**src/rtl/aes_gcm_pkg.sv**
```systemverilog
// Shared types, constants and the block padding helper for the AES-GCM front end.
// Latency: n/a (types and a combinational function only).
// Backpressure: n/a.
package aes_gcm_pkg;

    localparam int BLOCK_BYTES = 16;

    // Byte 0 of a block sits in bits [0:7], so bit 0 is the leftmost bit.
    typedef logic [0:127] block_t;
    typedef logic [0:127] key_t;
    typedef logic [0:95]  iv_t;

    typedef enum logic [1:0] {
        IDLE,
        AAD,
        PT,
        EMPTY
    } sched_state_t;

    // Zero every byte whose index is at or beyond valid_bytes; 16 keeps the whole block.
    function automatic block_t fn_pad_block(block_t blk, logic [4:0] valid_bytes);
        block_t r;
        r = blk;
        for (int i = 0; i < BLOCK_BYTES; i++) begin
            if (5'(i) >= valid_bytes) begin
                r[8*i +: 8] = 8'h00;
            end
        end
        return r;
    endfunction

endpackage

```
**src/rtl/aes_gcm_instance_scheduler_if.sv**
```systemverilog
// Header, data and stage-1 beat signals of the instance scheduler.
// Latency: n/a (wiring only).
// Backpressure: valid/ready on header and data channels; the beat side has no ready.
interface aes_gcm_instance_scheduler_if
    import aes_gcm_pkg::*;
#(
    parameter int LEN_W = 32
) ();

    logic               i_hdr_valid;
    logic               o_hdr_ready;
    key_t               i_hdr_key;
    iv_t                i_hdr_iv;
    logic [LEN_W-1:0]   i_hdr_aad_bytes;
    logic [LEN_W-1:0]   i_hdr_pt_bytes;

    logic               i_data_valid;
    logic               o_data_ready;
    block_t             i_data;

    logic               o_valid;
    key_t               o_cipher_key;
    iv_t                o_iv;
    logic [127:0]       o_instance_size;
    block_t             o_aad;
    block_t             o_plain_text;
    logic               o_new_instance;
    logic               o_pt_instance;
    logic               o_busy;

    // Upstream source side (header/data producer, observer of the beats).
    modport master (
        output i_hdr_valid, i_hdr_key, i_hdr_iv, i_hdr_aad_bytes, i_hdr_pt_bytes,
        output i_data_valid, i_data,
        input  o_hdr_ready, o_data_ready,
        input  o_valid, o_cipher_key, o_iv, o_instance_size, o_aad, o_plain_text,
        input  o_new_instance, o_pt_instance, o_busy
    );

    // Scheduler side.
    modport slave (
        input  i_hdr_valid, i_hdr_key, i_hdr_iv, i_hdr_aad_bytes, i_hdr_pt_bytes,
        input  i_data_valid, i_data,
        output o_hdr_ready, o_data_ready,
        output o_valid, o_cipher_key, o_iv, o_instance_size, o_aad, o_plain_text,
        output o_new_instance, o_pt_instance, o_busy
    );

endinterface

```
**src/rtl/aes_gcm_seg_counter.sv**
```systemverilog
// Remaining-byte counter for one segment (AAD or PT); flags the last block and its valid bytes.
// Latency: outputs reflect the count held in the register; load/decrement take effect next cycle.
// Backpressure: none; decrements only on beats the parent accepts.
module aes_gcm_seg_counter
    import aes_gcm_pkg::*;
#(
    parameter int LEN_W = 32
) (
    input  logic             clk,
    input  logic             rst,
    input  logic             load,
    input  logic [LEN_W-1:0] load_val,
    input  logic             dec,
    output logic             is_last,
    output logic [4:0]       valid_bytes
);

    logic [LEN_W-1:0] rem_q;

    // A block with 16 or fewer bytes remaining closes the segment; exactly 16 still passes whole.
    always_comb begin
        is_last     = (rem_q <= LEN_W'(BLOCK_BYTES));
        valid_bytes = is_last ? rem_q[4:0] : 5'(BLOCK_BYTES);
    end

    // Load wins over decrement so the AAD->PT reload on the last AAD beat takes effect.
    always_ff @(posedge clk) begin
        if (rst) begin
            rem_q <= '0;
        end else if (load) begin
            rem_q <= load_val;
        end else if (dec) begin
            rem_q <= is_last ? '0 : rem_q - LEN_W'(BLOCK_BYTES);
        end
    end

endmodule

```
**src/rtl/aes_gcm_instance_scheduler.sv**
```systemverilog
// Turns one instance header plus a block stream into padded AAD then PT beats for stage 1.
// Latency: 1 cycle from data handshake to beat; EMPTY beat appears 2 cycles after header handshake.
// Backpressure: header ready only in IDLE, data ready only in AAD/PT; beats cannot be stalled.
module aes_gcm_instance_scheduler
    import aes_gcm_pkg::*;
#(
    parameter int LEN_W = 32
) (
    input  logic                          clk,
    input  logic                          rst,
    aes_gcm_instance_scheduler_if.slave   bus
);

    sched_state_t     state_q;
    sched_state_t     state_d;

    logic             hdr_hs;
    logic             data_hs;
    logic             beat;
    logic [LEN_W-1:0] pt_rem_q;
    logic             first_pending_q;

    logic             cnt_load;
    logic [LEN_W-1:0] cnt_load_val;
    logic             cnt_is_last;
    logic [4:0]       cnt_valid_bytes;
    block_t           padded;

    // Readiness follows the registered state and drops immediately while reset is held.
    assign bus.o_hdr_ready  = (state_q == IDLE) && !rst;
    assign bus.o_data_ready = ((state_q == AAD) || (state_q == PT)) && !rst;
    assign bus.o_busy       = (state_q != IDLE);

    assign hdr_hs  = bus.i_hdr_valid  && bus.o_hdr_ready;
    assign data_hs = bus.i_data_valid && bus.o_data_ready;
    assign beat    = data_hs || (state_q == EMPTY);
    assign padded  = fn_pad_block(bus.i_data, cnt_valid_bytes);

    aes_gcm_seg_counter #(
        .LEN_W (LEN_W)
    ) u_seg_counter (
        .clk         (clk),
        .rst         (rst),
        .load        (cnt_load),
        .load_val    (cnt_load_val),
        .dec         (data_hs),
        .is_last     (cnt_is_last),
        .valid_bytes (cnt_valid_bytes)
    );

    // Next-state decision and segment-counter (re)load control.
    always_comb begin
        state_d      = state_q;
        cnt_load     = 1'b0;
        cnt_load_val = '0;
        case (state_q)
            IDLE: begin
                if (hdr_hs) begin
                    cnt_load = 1'b1;
                    if (bus.i_hdr_aad_bytes != '0) begin
                        state_d      = AAD;
                        cnt_load_val = bus.i_hdr_aad_bytes;
                    end else if (bus.i_hdr_pt_bytes != '0) begin
                        state_d      = PT;
                        cnt_load_val = bus.i_hdr_pt_bytes;
                    end else begin
                        state_d = EMPTY;
                    end
                end
            end
            AAD: begin
                if (data_hs && cnt_is_last) begin
                    if (pt_rem_q != '0) begin
                        state_d      = PT;
                        cnt_load     = 1'b1;
                        cnt_load_val = pt_rem_q;
                    end else begin
                        state_d = IDLE;
                    end
                end
            end
            PT: begin
                if (data_hs && cnt_is_last) begin
                    state_d = IDLE;
                end
            end
            EMPTY: begin
                state_d = IDLE;
            end
            default: begin
                state_d = IDLE;
            end
        endcase
    end

    // State register.
    always_ff @(posedge clk) begin
        if (rst) begin
            state_q <= IDLE;
        end else begin
            state_q <= state_d;
        end
    end

    // Per-instance context: captured on the header handshake and held until the next one.
    always_ff @(posedge clk) begin
        if (rst) begin
            bus.o_cipher_key    <= '0;
            bus.o_iv            <= '0;
            bus.o_instance_size <= '0;
            pt_rem_q            <= '0;
            first_pending_q     <= 1'b0;
        end else if (hdr_hs) begin
            bus.o_cipher_key    <= bus.i_hdr_key;
            bus.o_iv            <= bus.i_hdr_iv;
            bus.o_instance_size <= {64'(bus.i_hdr_aad_bytes) << 3, 64'(bus.i_hdr_pt_bytes) << 3};
            pt_rem_q            <= bus.i_hdr_pt_bytes;
            first_pending_q     <= 1'b1;
        end else if (beat) begin
            first_pending_q     <= 1'b0;
        end
    end

    // Beat outputs: data fields are zero on every cycle that is not a beat of that segment.
    always_ff @(posedge clk) begin
        if (rst) begin
            bus.o_valid        <= 1'b0;
            bus.o_new_instance <= 1'b0;
            bus.o_pt_instance  <= 1'b0;
            bus.o_aad          <= '0;
            bus.o_plain_text   <= '0;
        end else begin
            bus.o_valid        <= beat;
            bus.o_new_instance <= beat && first_pending_q;
            bus.o_pt_instance  <= data_hs && (state_q == PT);
            bus.o_aad          <= (data_hs && (state_q == AAD)) ? padded : '0;
            bus.o_plain_text   <= (data_hs && (state_q == PT))  ? padded : '0;
        end
    end

endmodule
```
**src/flat_wrapper.sv**
```systemverilog
// flat-port wrapper written by rule: the top's interface ports become plain ports
module aes_gcm_instance_scheduler_flat import aes_gcm_pkg::*;
#(
    parameter int LEN_W = 32
)
  (clk, rst, bus_i_hdr_valid, bus_i_hdr_key, bus_i_hdr_iv, bus_i_hdr_aad_bytes, bus_i_hdr_pt_bytes, bus_i_data_valid, bus_i_data, bus_o_hdr_ready, bus_o_data_ready, bus_o_valid, bus_o_cipher_key, bus_o_iv, bus_o_instance_size, bus_o_aad, bus_o_plain_text, bus_o_new_instance, bus_o_pt_instance, bus_o_busy);
  aes_gcm_instance_scheduler_if #(.LEN_W(LEN_W)) bus_i ();
  input  logic clk;
  input  logic rst;
  input wire logic [$bits(bus_i.i_hdr_valid)-1:0] bus_i_hdr_valid;
  input wire logic [$bits(bus_i.i_hdr_key)-1:0] bus_i_hdr_key;
  input wire logic [$bits(bus_i.i_hdr_iv)-1:0] bus_i_hdr_iv;
  input wire logic [$bits(bus_i.i_hdr_aad_bytes)-1:0] bus_i_hdr_aad_bytes;
  input wire logic [$bits(bus_i.i_hdr_pt_bytes)-1:0] bus_i_hdr_pt_bytes;
  input wire logic [$bits(bus_i.i_data_valid)-1:0] bus_i_data_valid;
  input wire logic [$bits(bus_i.i_data)-1:0] bus_i_data;
  output wire logic [$bits(bus_i.o_hdr_ready)-1:0] bus_o_hdr_ready;
  output wire logic [$bits(bus_i.o_data_ready)-1:0] bus_o_data_ready;
  output wire logic [$bits(bus_i.o_valid)-1:0] bus_o_valid;
  output wire logic [$bits(bus_i.o_cipher_key)-1:0] bus_o_cipher_key;
  output wire logic [$bits(bus_i.o_iv)-1:0] bus_o_iv;
  output wire logic [$bits(bus_i.o_instance_size)-1:0] bus_o_instance_size;
  output wire logic [$bits(bus_i.o_aad)-1:0] bus_o_aad;
  output wire logic [$bits(bus_i.o_plain_text)-1:0] bus_o_plain_text;
  output wire logic [$bits(bus_i.o_new_instance)-1:0] bus_o_new_instance;
  output wire logic [$bits(bus_i.o_pt_instance)-1:0] bus_o_pt_instance;
  output wire logic [$bits(bus_i.o_busy)-1:0] bus_o_busy;
  assign bus_i.i_hdr_valid = bus_i_hdr_valid;
  assign bus_i.i_hdr_key = bus_i_hdr_key;
  assign bus_i.i_hdr_iv = bus_i_hdr_iv;
  assign bus_i.i_hdr_aad_bytes = bus_i_hdr_aad_bytes;
  assign bus_i.i_hdr_pt_bytes = bus_i_hdr_pt_bytes;
  assign bus_i.i_data_valid = bus_i_data_valid;
  assign bus_i.i_data = bus_i_data;
  assign bus_o_hdr_ready = bus_i.o_hdr_ready;
  assign bus_o_data_ready = bus_i.o_data_ready;
  assign bus_o_valid = bus_i.o_valid;
  assign bus_o_cipher_key = bus_i.o_cipher_key;
  assign bus_o_iv = bus_i.o_iv;
  assign bus_o_instance_size = bus_i.o_instance_size;
  assign bus_o_aad = bus_i.o_aad;
  assign bus_o_plain_text = bus_i.o_plain_text;
  assign bus_o_new_instance = bus_i.o_new_instance;
  assign bus_o_pt_instance = bus_i.o_pt_instance;
  assign bus_o_busy = bus_i.o_busy;
  aes_gcm_instance_scheduler #(.LEN_W(LEN_W)) u_core (.clk(clk), .rst(rst), .bus(bus_i));
endmodule
```
**config.mk**
```make
export PLATFORM = sky130hd
export DESIGN_NAME = aes_gcm_instance_scheduler_flat
export DESIGN_NICKNAME = d
export VERILOG_FILES = /design/src/rtl/aes_gcm_pkg.sv /design/src/rtl/aes_gcm_instance_scheduler_if.sv /design/src/rtl/aes_gcm_seg_counter.sv /design/src/rtl/aes_gcm_instance_scheduler.sv /design/src/flat_wrapper.sv
export SDC_FILE = /design/constraint.sdc
export NUM_CORES = 1
export LEC_CHECK = 0
export CAP_MARGIN = 5
export CORE_AREA = 2 2 408 410
export CTS_CLUSTER_DIAMETER = 50
export DETAILED_ROUTE_END_ITERATION = 10
export DIE_AREA = 0 0 410 412
export GPL_TIMING_DRIVEN = 0
export PLACE_DENSITY_LB_ADDON = 0.12
export SYNTH_ARGS = -nofsm -noshare
export SYNTH_HDL_FRONTEND = slang
export SYNTH_SLANG_ARGS = --single-unit
export TNS_END_PERCENT = 20
```
**constraint.sdc**
```tcl
create_clock -name clk -period 3.3 [get_ports clk]
set_input_delay 0.495 -clock clk [delete_from_list [all_inputs] [get_ports clk]]
set_output_delay 0.495 -clock clk [all_outputs]
set_load 0.05 [all_outputs]
```
==> run summary <==
The initial utilization of the core area, before any placement, comes to 0.122. The detailed-placement wirelength estimate came out at 103000 µm. The area growth from synthesis to layout came out at 84.1%. The area share of and/or/nand/nor cells after synthesis came out at 0.297. The critical path is of the flop to primary output type. After floorplanning, the core was sized to cover 164000 µm².

The number of hold buffers added after cts came out at 0. The shortest period the worst path allows is 3.25 ns. Row generation in the floorplan step produced 149 rows. Among the stages of the critical path, the cell type that occurs most often is sky130_fd_sc_hd__inv_1. The final clock skew is 0.0455 ns.

The synthesized design contains 582 register bits. The count of buffer and inverter cells on the critical path came out at 3. The count of TritonRoute iterations in the first routing pass came out at 4. Setup repair after global routing could not meet its margin everywhere. The timing-limited maximum frequency is 308 MHz.

The post-detailed-route count of antenna-violating nets came out at 0. The overall die area came out at 169000 µm². The global routing usage on met1 is 0.144.

The total area of sequential cells came out at 11700 µm². Headroom to the max-slew limit came out at 0.324. Of the total synthesized cell area, the portion taken by full adders, half adders and majority gates is 0.00374. The area share of the leading cell type in the synthesized netlist is 0.580.

In the synthesized netlist the dominant register cell turns out to be sky130_fd_sc_hd__dfxtp_1. The number of global-route vias before repair came out at 20735. The clock latency of the later-clocked register in the worst-skew pair is 0.74 ns. The summed instance area of the synthesized netlist is 20100 µm². The power per unit of standard cell area is 776 nW/µm². The weighted congestion at the end of routability-driven global placement came out at 0.791. The global-route track usage on met3 came out at 0.0670. The mux share of post-synthesis cell area is 0.000561.

Counting every sink on the clock net gives 582. The maximum clock insertion buffer count came out at 3. The met2 layer usage reported by global route is 0.255. The pin slew with the least headroom to its limit came out at 1.01 ns. The final layout contains 3844 nets. The total track usage came out at 0.144.

Counting the buffers created by CTS gives 115. The biggest area contributor in the post-synthesis netlist is sky130_fd_sc_hd__dfxtp_1. The multi-input logic area is 7690 µm².

The critical path's top delay family is buffers and inverters. The average routed wire per standard cell is 22.2 µm. The final non-filler cell total came out at 5716. The routed wire length came out at 127000 µm. The warning count from the yosys run came out at 0.

In the post-synthesis netlist, the cell with the most instances is sky130_fd_sc_hd__nand2_1. The count of input and output buffers came out at 969. The number of enable-type register cells in the synthesized netlist came out at 0. Of all nets on the critical path, the largest fanout is 6.

The number of antenna violations at the first check in global routing came out at 35. STA classifies the critical path endpoint as a primary output. For the worst setup path, the data arrival time is 2.75 ns. The height of the chip is 412 µm. The post-synthesis sequential area ratio came out at 0.580. The largest stage delay on the critical path came out at 0.72 ns.

The reported leakage power came out at 14.7 nW. The number of top-level design ports is 1034. The DRC violation total after the first TritonRoute iteration came out at 799. The xor/xnor share of the synthesized area came out at 0.00480.

The complex-gate fraction of the synthesized area came to 0.0636. After global routing, the most crowded layer is met2. The number of max-cap violations came out at 0. The distinct cell type count after synthesis is 63.

The largest net degree at the start of global routing came out at 17. The number of filler instances in the final layout is 18057. The first global-routing pass estimated 170000 µm of wire.

Dividing the final minimum period by the clock period gives 0.984. Once placement finished, the instance area stood at 32800 µm². The cell total after placement came out at 5487. The share of async-settable or async-resettable flops after synthesis is 0. The post-layout worst setup margin came out at 0.0516 ns.

The clock tree from TritonCTS is yes. In the routed layout, each cell is associated on average with a via count of 3.53. Sorting the synthesized cells by how often they occur yields 612 x sky130_fd_sc_hd__nand2_1, 582 x sky130_fd_sc_hd__dfxtp_1, 249 x sky130_fd_sc_hd__nand3_1, 241 x sky130_fd_sc_hd__and2_1, 118 x sky130_fd_sc_hd__clkbuf_1. After synthesis, the largest family of logic cells by area is simple AND/OR/NAND/NOR gates. At the placement stage, the worst setup path has a slack of -1.43 ns.

The final routed DRC violation total came out at 0. STA classifies the critical path startpoint as a flop. The H-tree was split into 3 levels. The worst hold path belongs to the class primary input to flop.

The cell sitting at the root of the clock tree is a sky130_fd_sc_hd__clkbuf_16. The total grt overflow came out at 0. The largest vdd supply drop came out at 0.414 mV. The area of all placed cells without fillers is 37000 µm². The run finished with clean final reports. The die boundary width is 410 µm. The number of setup violations in the final report came out at 0. Averaged over all synthesized cells, the footprint is 8.87 µm². The final max-slew violation count came out at 0. The via count is 20172. The slowest stage of the critical path is the sky130_fd_sc_hd__clkdlybuf4s50_1 cell. The data required time at the worst endpoint is 2.80 ns. The final-report hold violation count is 0. By area the synthesized netlist is led by sky130_fd_sc_hd__dfxtp_1 58%, sky130_fd_sc_hd__nand2_1 11%, sky130_fd_sc_hd__and2_1 7.5%. The post-synthesis instance total is 2266. In the final layout, the share of cells above drive strength 1 is 0.0890. The critical path goes through inv_1, ha_1, inv_1, nor2_1, clkdlybuf4s50_1.

The clock-pin slew of the registers on the worst-case setup and hold paths is 0.05 ns.
## flip-flops by register name (all words and copies together) (netlist names)
register / flops
u_core.bus.o_iv: 96
u_core.bus.o_cipher_key: 128
u_core.state_q: 2
u_core.bus.o_new_instance: 1
u_core.first_pending_q: 1
u_core.u_seg_counter.rem_q: 32
u_core.bus.o_valid: 1
u_core.bus.o_instance_size: 33
u_core.bus.o_plain_text: 128
u_core.bus.o_aad: 128
u_core.pt_rem_q: 31
u_core.bus.o_pt_instance: 1
## worst reg2reg max path: cells and delay by family, from the launching register on
family                     cells  cell delay, ns
AOI/OAI and AO/OA              1            0.15
adders and majority gates      1            0.26
buffers and inverters          4            1.89
DFF                            1            0.33
and+or+nand+nor                2            0.38
## final timing paths
kind	start	to	slack, ns	depth (start not counted)
max	u_core.state_q[0]	bus_o_hdr_ready	0.05	5
min	bus_i_hdr_iv[84]	u_core.bus.o_iv[84]	0.29	3
max reg2reg	u_core.state_q[1]	u_core.bus.o_instance_size[75]	0.21	8
min reg2reg	u_core.bus.o_cipher_key[61]	u_core.bus.o_cipher_key[61]	0.45	2
## through the flow
| stage | power [mW] | hold slack (ns) | util | setup TNS, ns |
|---|---|---|---|---|
| after global routing | 30.0 | 0.253 | 0.225 | -0.153 |
| after detailed placement | 16.5 | 0.444 | 0.199 | -324.12 |
| after CTS | 29.3 | 0.200 | 0.225 | -0.0420 |
| after floorplan | 12.9 | 0.420 | - | 0 |
| after global placement | 16.5 | 0.442 | 0.199 | -339.46 |
| final | 28.7 | 0.286 | 0.225 | 0 |
## what timing repair did
action | 4_1_cts | 5_1_grt
resized for setup | 24 | 15
setup buffers | 3 | 0
pin swaps | 1 | 0
endpoints found under the setup margin | 365 | 96
## layer usage
| metal | vias up | share of wire |
|---|---|---|
| met5 | - | 0.0019 |
| met4 | 38 | 0.037 |
| met3 | 228 | 0.10 |
| met2 | 869 | 0.50 |
| met1 | 9297 | 0.36 |
| li1 | 9740 | - |
## cell type report
class | instances | share of cell area
multi-input cells | 1544 | 0.208
clock buffers | 146 | 0.0867
plain buffers | 192 | 0.0271
clock inverters | 69 | 0.0245
well taps | 2189 | 0.0740
diodes | 11 | 0.000744
repair buffers | 972 | 0.263
flip-flops and latches | 582 | 0.315
inverters | 11 | 0.00112
## report_power, final
part | total [mW] | internal, mW | switching [mW]
Combinational | 7.87 | 2.46 | 5.41
Sequential | 8.38 | 7.84 | 0.539
Clock | 12.5 | 8.06 | 4.40
Total | 28.7 | 18.4 | 10.4
## cell usage in the layout (no fill, tap or decap), drive strengths merged, types with 4 or more instances in the layout
| master | netlist | final |
|---|---|---|
| o31ai | 6 | 6 |
| clkbuf | 119 | 265 |
| a21oi | 112 | 112 |
| a31oi | 6 | 6 |
| nand2 | 612 | 612 |
| a22oi | 5 | 5 |
| inv | 10 | 21 |
| and3 | 18 | 18 |
| clkinv | 1 | 32 |
| buf | 73 | 75 |
| or3 | 15 | 15 |
| clkinvlp | 0 | 12 |
| a2bb2oi | 8 | 8 |
| nor3 | 13 | 13 |
| a221o | 5 | 5 |
| and2 | 241 | 241 |
| nor2 | 50 | 50 |
| conb | 1 | 64 |
| a21o | 6 | 6 |
| bufinv | 0 | 15 |
| ha | 6 | 6 |
| nor4 | 38 | 38 |
| nand4 | 9 | 9 |
| a211o | 4 | 4 |
| a211oi | 14 | 14 |
| dfxtp | 582 | 582 |
| a41oi | 5 | 5 |
| xor2 | 8 | 8 |
| o21ai | 7 | 7 |
| diode | 0 | 11 |
| or4 | 4 | 4 |
| clkdlybuf4s50 | 0 | 967 |
| nand3 | 249 | 249 |
## kinds of logic after synthesis
kind of cell	Yosys count
AO/OA/AOI/OAI	201
XOR/XNOR	11
adder cells (fa/ha/maj)	6
buffers and inverters	203
flip-flops	582
multiplexers	1
other	1
AND/OR/NAND/NOR	1261
(Power assumes the default switching activity.)
